## config.mk

```make
export PLATFORM = sky130hd
export DESIGN_NAME = spi_reg_ctrl
export DESIGN_NICKNAME = d
export VERILOG_FILES = /design/src/rtl/spi_reg_pkg.sv /design/src/rtl/spi_cs_sync.sv /design/src/rtl/spi_reg_ctrl.sv
export SDC_FILE = /design/constraint.sdc
export NUM_CORES = 1
export LEC_CHECK = 0
export BUFFER_PORTS_ARGS = -buffer_cell sky130_fd_sc_hd__buf_2
export CAP_MARGIN = 25
export CORE_MARGIN = 5
export CORE_UTILIZATION = 55
export DETAILED_ROUTE_END_ITERATION = 7
export PLACE_DENSITY = 0.81
export RECOVER_POWER = 25
export SETUP_SLACK_MARGIN = 0.5
export SYNTH_ARGS = -nofsm -noshare
export SYNTH_HDL_FRONTEND = slang
export SYNTH_SLANG_ARGS = --single-unit
```

## constraint.sdc

```tcl
create_clock -name i_Clk -period 4.8 [get_ports i_Clk]
set_clock_uncertainty 0.2 [all_clocks]
set_input_delay 0.72 -clock i_Clk [delete_from_list [all_inputs] [get_ports i_Clk]]
set_output_delay 0.72 -clock i_Clk [all_outputs]
set_load 0.01 [all_outputs]
```

## src/rtl/spi_reg_pkg.sv

```systemverilog
// Shared definitions for the SPI command decoder / register bank:
// FSM encoding, command byte bit positions and the default idle byte.
package spi_reg_pkg;

    typedef enum logic [1:0] {
        S_CMD = 2'd0,
        S_WR  = 2'd1,
        S_RD  = 2'd2,
        S_IGN = 2'd3
    } state_t;

    localparam int CMD_W_BIT    = 7;
    localparam int CMD_AI_BIT   = 6;
    localparam int CMD_RSVD_BIT = 5;

    localparam logic [7:0] DEF_IDLE_BYTE = 8'hA5;

endpackage

```

## src/rtl/spi_cs_sync.sv

```systemverilog
// Brings the raw SPI chip select into the system clock domain and flags its
// rising edge (end of transaction) with a registered one-cycle pulse.
module spi_cs_sync (
    input  logic clk,
    input  logic rst_n,
    input  logic cs_n,
    output logic cs_sync,
    output logic cs_rise
);

    logic sync1, sync2, sync2_d;

    always_ff @(posedge clk or negedge rst_n) begin
        if (!rst_n) begin
            sync1   <= 1'b1;
            sync2   <= 1'b1;
            sync2_d <= 1'b1;
            cs_rise <= 1'b0;
        end else begin
            sync1   <= cs_n;
            sync2   <= sync1;
            sync2_d <= sync2;
            cs_rise <= sync2 & ~sync2_d;
        end
    end

    assign cs_sync = sync2;

endmodule

```

## src/rtl/spi_reg_ctrl.sv

```systemverilog
// Command decoder and register bank behind an SPI slave: parses a command
// byte plus data bytes, writes/reads an 8-bit register array, feeds TX.
module spi_reg_ctrl
    import spi_reg_pkg::*;
#(
    parameter int         ADDR_W    = 4,
    parameter logic [7:0] IDLE_BYTE = DEF_IDLE_BYTE,
    localparam int        DEPTH     = 2 ** ADDR_W
) (
    input  logic                 i_Clk,
    input  logic                 i_Rst_L,
    input  logic                 i_RX_DV,
    input  logic [7:0]           i_RX_Byte,
    input  logic                 i_SPI_CS_n,
    output logic                 o_TX_DV,
    output logic [7:0]           o_TX_Byte,
    output logic [8*DEPTH-1:0]   o_Regs,
    output logic                 o_Wr_Strobe,
    output logic [ADDR_W-1:0]    o_Wr_Addr,
    output logic                 o_Cmd_Err
);

    state_t              state, state_nxt;
    logic [ADDR_W-1:0]   addr, addr_nxt;
    logic                ai, ai_nxt;
    logic [7:0]          regs [DEPTH];
    logic                wr_en, tx_load, err_nxt;
    logic [7:0]          tx_nxt;
    logic                cs_sync, cs_rise;

    spi_cs_sync u_cs_sync (
        .clk     (i_Clk),
        .rst_n   (i_Rst_L),
        .cs_n    (i_SPI_CS_n),
        .cs_sync (cs_sync),
        .cs_rise (cs_rise)
    );

    always_ff @(posedge i_Clk or negedge i_Rst_L) begin
        if (!i_Rst_L) state <= S_CMD;
        else          state <= state_nxt;
    end

    always_comb begin
        state_nxt = state;
        addr_nxt  = addr;
        ai_nxt    = ai;
        wr_en     = 1'b0;
        tx_load   = 1'b0;
        tx_nxt    = o_TX_Byte;
        err_nxt   = 1'b0;
        if (i_RX_DV) begin
            unique case (state)
                S_CMD: begin
                    if (i_RX_Byte[CMD_RSVD_BIT]) begin
                        err_nxt   = 1'b1;
                        state_nxt = S_IGN;
                    end else begin
                        addr_nxt = i_RX_Byte[ADDR_W-1:0];
                        ai_nxt   = i_RX_Byte[CMD_AI_BIT];
                        if (i_RX_Byte[CMD_W_BIT]) begin
                            state_nxt = S_WR;
                        end else begin
                            tx_load   = 1'b1;
                            tx_nxt    = regs[addr_nxt];
                            state_nxt = S_RD;
                        end
                    end
                end
                S_WR: begin
                    wr_en = 1'b1;
                    if (ai) addr_nxt = addr + ADDR_W'(1);
                end
                S_RD: begin
                    if (ai) addr_nxt = addr + ADDR_W'(1);
                    tx_load = 1'b1;
                    tx_nxt  = regs[addr_nxt];
                end
                default: ;
            endcase
        end
        // End of transaction wins over a same-cycle read load; a write still lands.
        if (cs_rise) begin
            state_nxt = S_CMD;
            tx_load   = 1'b1;
            tx_nxt    = IDLE_BYTE;
        end
    end

    always_ff @(posedge i_Clk or negedge i_Rst_L) begin
        if (!i_Rst_L) begin
            addr        <= '0;
            ai          <= 1'b0;
            o_TX_DV     <= 1'b0;
            o_TX_Byte   <= 8'h00;
            o_Wr_Strobe <= 1'b0;
            o_Wr_Addr   <= '0;
            o_Cmd_Err   <= 1'b0;
            for (int i = 0; i < DEPTH; i++) regs[i] <= 8'h00;
        end else begin
            addr        <= addr_nxt;
            ai          <= ai_nxt;
            o_TX_DV     <= tx_load;
            o_TX_Byte   <= tx_nxt;
            o_Wr_Strobe <= wr_en;
            o_Cmd_Err   <= err_nxt;
            if (wr_en) begin
                regs[addr] <= i_RX_Byte;
                o_Wr_Addr  <= addr;
            end
        end
    end

    for (genvar g = 0; g < DEPTH; g++) begin : g_flat
        assign o_Regs[8*g +: 8] = regs[g];
    end

endmodule

```

==> results of run 1 <==
[critical path: cells and delay by family (launching register included)]
kind	cells	cell delay, ps
AO/OA/AOI/OAI	1	130
adder cells (fa/ha/maj)	1	490
buffers and inverters	1	170
flip-flops	1	830
multiplexers	2	670
AND/OR/NAND/NOR	3	1090
[sequential cells by signal, indices dropped and copies added (netlist names)]
name	count
u_cs_sync.sync1	1
o_TX_Byte	8
state	2
u_cs_sync.cs_rise	1
u_cs_sync.sync2_d	1
o_Wr_Addr	4
o_Regs	128
o_Cmd_Err	1
addr	4
ai	1
o_TX_DV	1
u_cs_sync.cs_sync	1
o_Wr_Strobe	1
[path summary, 6_finish.rpt]
path | cells past startpoint | endpoint | startpoint | slack (ps)
min in group i_Clk | 0 | u_cs_sync.sync2_d | u_cs_sync.cs_sync | 170
worst max-delay path | 8 | o_TX_Byte[7] | addr[1] | 1050
worst max register to register | 8 | o_TX_Byte[7] | addr[1] | 1050
max in group asynchronous | 2 | addr[0] | i_Rst_L | 1400
worst min register to register | 0 | u_cs_sync.sync2_d | u_cs_sync.cs_sync | 170
worst min-delay path | 1 | o_Regs[18] | i_Rst_L | 60
[per-stage QoR]
step | instance area [um2] | hold WS [ps] | power (mW)
2_1_floorplan | 8660 | 145 | 4.18
3_3_place_gp | 9540 | 150 | 5.01
3_5_place_dp | 9540 | 151 | 5.15
4_1_cts | 10100 | 91.7 | 6.43
5_1_grt | 10100 | 116 | 6.80
6_report | 10100 | 55.3 | 6.50
[where the power goes]
part           switching, mW  internal [mW]  total, mW  leakage [nW]
logic                   1.57           1.40       2.98          2.66
registers              0.554           1.69       2.25          2.04
clock network          0.547          0.726       1.27         0.253
[logic make-up (layout without fill, tap and decap cells)]
group	count (synthesis)	after routing	share of synthesized area
AO/OA/AOI/OAI	78	78	0.0607
flip-flops	154	154	0.445
XOR/XNOR	6	6	0.00693
adder cells (fa/ha/maj)	7	7	0.0101
buffers and inverters	56	208	0.0361
multiplexers	230	230	0.376
AND/OR/NAND/NOR	116	116	0.0650
[Yosys cell counts, drive strengths merged (3+ instances only)]
| cell | number | area [um2] |
|---|---|---|
| nor2 | 23 | 93.8 |
| a22oi | 7 | 52.6 |
| xor2 | 3 | 26.3 |
| buf | 28 | 204 |
| mux4 | 59 | 1360 |
| dfstp | 3 | 78.8 |
| clkbuf | 24 | 93.8 |
| nand4 | 13 | 81.3 |
| inv | 4 | 15.0 |
| a21o | 3 | 22.5 |
| nand2 | 50 | 188 |
| ha | 7 | 87.6 |
| a32oi | 4 | 35.0 |
| nand3 | 4 | 20.0 |
| a31oi | 5 | 31.3 |
| xnor2 | 3 | 33.8 |
| nor3 | 8 | 60.1 |
| nand2b | 6 | 37.5 |
| dfrtp | 151 | 3780 |
| o21ai | 18 | 90.1 |
| mux2 | 147 | 1660 |
| o22ai | 13 | 81.3 |
| mux2i | 24 | 240 |
| a21oi | 13 | 80.1 |
| and2 | 4 | 27.5 |
[routing by layer]
metal / wire [um] / vias to the layer above / global-route usage
li1: - / 2767 / -
met1: 9850 / 3377 / 0.393
met2: 12700 / 496 / 0.463
met3: 3070 / 109 / 0.0944
met4: 1160 / 0 / 0.124
met5: 0 / - / 0
[layout by cell type (no fill, tap or decap), drive strengths merged, types with 6 or more instances in the layout]
| cell | count |
|---|---|
| buf | 169 |
| dfrtp | 151 |
| mux2 | 147 |
| mux4 | 59 |
| nand2 | 50 |
| clkbuf | 25 |
| mux2i | 24 |
| nor2 | 23 |
| o21ai | 18 |
| nand4 | 13 |
| o22ai | 13 |
| a21oi | 13 |
| nor3 | 8 |
| a22oi | 7 |
| ha | 7 |
| nand2b | 6 |
[area by class of cell]
| type | count | area share |
|---|---|---|
| Multi-Input combinational cell | 437 | 0.447 |
| Tap cell | 211 | 0.0261 |
| Sequential cell | 154 | 0.382 |
| Clock buffer | 22 | 0.0450 |
| Clock inverter | 10 | 0.00942 |
| Inverter | 4 | 0.00149 |
| Timing Repair Buffer | 172 | 0.0893 |
==> impl_metrics.yaml, run 1 <==
route:
  drtIter0Drc: 880
  avgRoutedWirePerCell_um: 26.5
  finalWirelength_um: 26800
  vias_per_cell: 6.68
  drcViolationCount: 0
  vias: 6749
  drtPass1Iterations: 6
  ant_nets: 0
critical_path:
  path_cells: "inv_1 > ha_1 > nand2_1 > nand2_1 > mux4_2 > mux2_2 > nand2_1 > a31oi_1"
  worstSetupPathType: "flop to flop"
  slowest_delay_ps: 830
  end_kind: "flop"
  cp_max_fo: 20
  required_ps: 4890
  start_kind: "flop"
  crit_top_cell: "nand2_1"
  arrival_ps: 3840
  crit_slowest_cell: "dfrtp_1"
clocking:
  postCtsHoldBufs: 0
  numCtsBuffers: 17
  cts_tree: "built"
  cts_sinks: 154
  clkTransAtPathRegs_ps: 70
  postCtsResizedCells: 0
  clock_tree.root_cell: "clkbuf_16"
  htreeDepth: 4
  cts_setup_buffers: 0
  clk_latency_ps: 430
  cts_buffer_depth: 2
timing:
  hold_violations: 0
  setup_tns_ps: 0
  layout_setup_ws_ps: 1050
  tightest_slew_ps: 2540
  final_max_slew_viol_count: 92
  fin_crit_sh: 0.781
  slew-limit-headroom: -0.693
  rsz0062_at_grt: "no"
  setup_viol: 0
  max_freq_mhz: 267
  timing.final.crit_period_ps: 3750
placement:
  dp_cells: 976
  globalplace.congestion: 0.959
  io_buffer_count: 154
  dpl.hpwl_um: 18400
  place_ws_ps: 1150
global_route:
  grt_util_all_layers: 0.299
  antenna_found_initial: 0
  grt_max_degree: 67
  grt_pass1_wl_um: 41300
  overflow: 0
  grt_pass1_vias: 6906
cells_and_area:
  drive_gt1_frac: 0.423
  antennaDiodeCount: 0
  stdcell_count: 1010
  multi_input_area_um2: 4510
  nets: 805
  areaGrowthSynthToFinish_pct: 16.5
  seqCellArea_um2: 3860
  fillers: 1110
  final_core_util: 0.659
synth:
  synth_area_um2: 8660
  synth-edff-count: 0
  ys_ff_latch: 154
  yosys_warnings: 0
  synth_nets: 666
  synthDistinctLibCells: 54
  netlist_instances: 647
  synthArstFlopShare: 1.00
  yosysSeqAreaShare: 0.445
  synth_ff_type: "dfrtp_1"
  syn_avg_cell_area_um2: 13.4
floorplan:
  initial_core_util: 0.566
  io_pins: 155
  dieWidth_um: 136
  rows: 45
  die_h_um: 136
  design.core.area_um2: 15300
  dieArea_um2: 18400
min_path:
  min_path_type: "input port to asynchronous set/reset pin"
job:
  cap_violations: 2
pwr:
  powerDensity_nw_per_um2: 643
  ir_worst_vdd_uv: 352
  p_leak_nw: 4.95
status:
  status: "finished, violations left"
  violations: "max-capacitance violations, max-slew violations"
Power figures use the tool's default switching activity.
==> run 2: changes to the inputs <==
Settings changed: ABC_AREA set to 1, CORE_UTILIZATION 55 to 51, PLACE_DENSITY 0.81 to 0.79.
Clock period 4.8 ns to 3.21 ns, I/O delays scaled along.
==> run 2 against run 1 <==
  * The run ends with design-rule violations, max-capacitance violations, max-slew violations left
  * Global-route usage down 0.15 points
  * Via count up 34%
  * Die area up 5.4%
  * Non-clock buffer count up 2
  * Synthesized cell count up 83%
  * Critical path depth down 2
  * First-iteration DRC count up 53%
  * Cell count up 52%
  * Maximum frequency up 48%
  * Total power up 66%
==> impl_metrics.yaml, run 2 <==
route:
  ant_nets: 0
  avgRoutedWirePerCell_um: 19.1
  vias_per_cell: 5.92
  drtPass1Iterations: 8
  drcViolationCount: 1
  finalWirelength_um: 29200
  drtIter0Drc: 1344
  vias: 9073
synth:
  ys_ff_latch: 154
  synth.top_cells.by_count: "nand2_1 (378), nand3_1 (272), dfrtp_1 (151)"
  yosys_warnings: 0
  synth_nets: 1205
  post-synth-top-count-cell: "nand2_1"
  synth_ff_type: "dfrtp_1"
  synthDistinctLibCells: 24
  yosysSeqAreaShare: 0.454
  synth_area_um2: 8500
  netlist_instances: 1186
  synth_top_area_cell: "dfrtp_1"
  synth-edff-count: 0
  synth_top_area_frac: 0.445
  synthArstFlopShare: 1.00
  yosys-top-cells-area: "dfrtp_1 (44%), nand2_1 (17%), nand3_1 (16%), o21ai_0 (7.2%), inv_1 (3.9%)"
  syn_avg_cell_area_um2: 7.17
timing:
  tightest_slew_ps: 1650
  hold_violations: 0
  final_max_slew_viol_count: 65
  setup_tns_ps: 0
  timing.final.crit_period_ps: 2530
  setup_viol: 0
  rsz0062_at_grt: "yes"
  slew-limit-headroom: -0.0991
  max_freq_mhz: 395
  fin_crit_sh: 0.788
cells_and_area:
  antennaDiodeCount: 0
  largest_reg_flops: 128
  areaGrowthSynthToFinish_pct: 17.6
  final_common_cell: "nand2_1"
  drive_gt1_frac: 0.142
  mostFrequentLayoutCells: "nand2_1 (376), nand3_1 (272), dfrtp_1 (151), o21ai_0 (122), buf_2 (119)"
  nets: 1319
  fin_area_um2: 10000
placement:
  io_buffer_count: 154
  globalplace.congestion: 0.997
  placed_area_um2: 9410
  dpl.hpwl_um: 20000
floorplan:
  rows: 47
  design.core.area_um2: 16500
  io_pins: 155
  initial_core_util: 0.516
  dieWidth_um: 139
  dieArea_um2: 19400
  die_h_um: 139
global_route:
  grt_pass1_wl_um: 46000
  grt_util_all_layers: 0.298
  overflow: 0
  grt_pass1_vias: 8182
  antenna_found_initial: 0
  grt_max_degree: 86
pwr:
  power_mw: 10.8
  p_sw_frac: 0.468
  clock_power_share: 0.195
  pwr-share-seq: 0.336
  powerDensity_nw_per_um2: 1080
  p_leak_nw: 4.97
  internal_power_mw: 5.73
  ir_worst_vdd_uv: 538
  switching_power_mw: 5.03
  comb_power_share: 0.469
critical_path:
  cp_max_fo: 16
  arrival_ps: 2660
  required_ps: 3340
  worstSetupPathType: "flop to flop"
  end_kind: "flop"
  start_kind: "flop"
clocking:
  cts_sinks: 154
  clk_latency_ps: 440
  cts_setup_buffers: 0
  cts_buffer_depth: 2
  htreeDepth: 4
  clkTransAtPathRegs_ps: 60
  cts_tree: "built"
  numCtsBuffers: 17
  clock_tree.root_cell: "clkbuf_16"
min_path:
  min_path_type: "input port to flop"
status:
  violations: "design-rule violations, max-capacitance violations, max-slew violations"
  status: "finished, violations left"
job:
  cap_violations: 1
-- run 2: changes by cell type after synthesis, moves of 15 or more --
cell	change
clkbuf_1	+31
inv_1	+84
buf_2	+15
mux2i_1	-24
mux4_2	-50
mux2_1	-74
o21ai_0	+114
nand3_1	+268
nand2_1	+328
o211ai_1	+16
mux2_2	-73
-- run 2: path summary, 6_finish.rpt --
check | from | endpoint | slack [ps] | cells past startpoint
setup / recovery | state[1] | o_Regs[6] | 680 | 6
setup reg to reg | state[1] | o_Regs[6] | 680 | 6
min in group asynchronous | i_Rst_L | o_Regs[67] | 820 | 2
max in group asynchronous | i_Rst_L | o_Regs[5] | 820 | 3
hold / removal | i_RX_DV | o_Cmd_Err | 160 | 3
hold reg to reg | u_cs_sync.sync1 | u_cs_sync.cs_sync | 170 | 0
-- run 2: logic make-up (layout without fill, tap and decap cells) --
| kind of cell | count (synthesis) | after routing | synth area share |
|---|---|---|---|
| AND/OR/NAND/NOR | 675 | 675 | 0.341 |
| AO/OA/AOI/OAI | 173 | 173 | 0.108 |
| buffers and inverters | 174 | 301 | 0.0808 |
| adder cells (fa/ha/maj) | 7 | 7 | 0.0103 |
| XOR/XNOR | 3 | 3 | 0.00574 |
| flip-flops | 154 | 154 | 0.454 |
-- run 2: worst max-delay path, cell delays in order, from the launching register on --
cell and delay [ps]:
dfrtp_1 390, inv_1 100, ha_1 150, nand2_1 240, nor2_1 520, nand2_1 490, o21ai_0 340
-- run 2: final cells by class --
cell class / count / area (um2)
Timing Repair Buffer: 174 / 921
Clock inverter: 10 / 140
Tap cell: 220 / 275
Clock buffer: 22 / 474
Fill cell: 1538 / 6460
Inverter: 95 / 357
Sequential cell: 154 / 3860
Multi-Input combinational cell: 858 / 3980
-- run 2: what timing repair did --
action / in CTS / in global routing
gates resized for setup: 0 / 2
endpoints found under the setup margin: 0 / 10
hold buffers: 2 / 0
endpoints found under the hold margin: 61 / 0
-- run 2: routing by layer --
metal | track usage | vias to the layer above | wire [um]
met3 | 0.0786 | 81 | 3510
li1 | - | 4136 | -
met4 | 0.114 | 0 | 1140
met2 | 0.439 | 644 | 12700
met1 | 0.422 | 4212 | 11900
met5 | 0 | - | 0
-- run 2: power by group through the flow --
stage / Clock [mW] / Sequential, mW / Combinational, mW
CTS: 2.11 / 3.56 / 4.98
global route: 2.19 / 3.69 / 5.57
finish: 2.10 / 3.61 / 5.04
floorplan: 0 / 3.63 / 2.96
global placement: 0 / 3.57 / 4.83
detailed placement: 0 / 3.58 / 4.94
-- run 2: per-stage QoR --
stage	hold slack, ps	utilization	worst slack [ps]	instances
floorplan	-14.1	-	1170	1186
global placement	147	0.571	607	1499
detailed placement	156	0.571	545	1499
CTS	144	0.610	511	1533
global route	174	0.607	455	1533
finish	165	0.607	680	1533
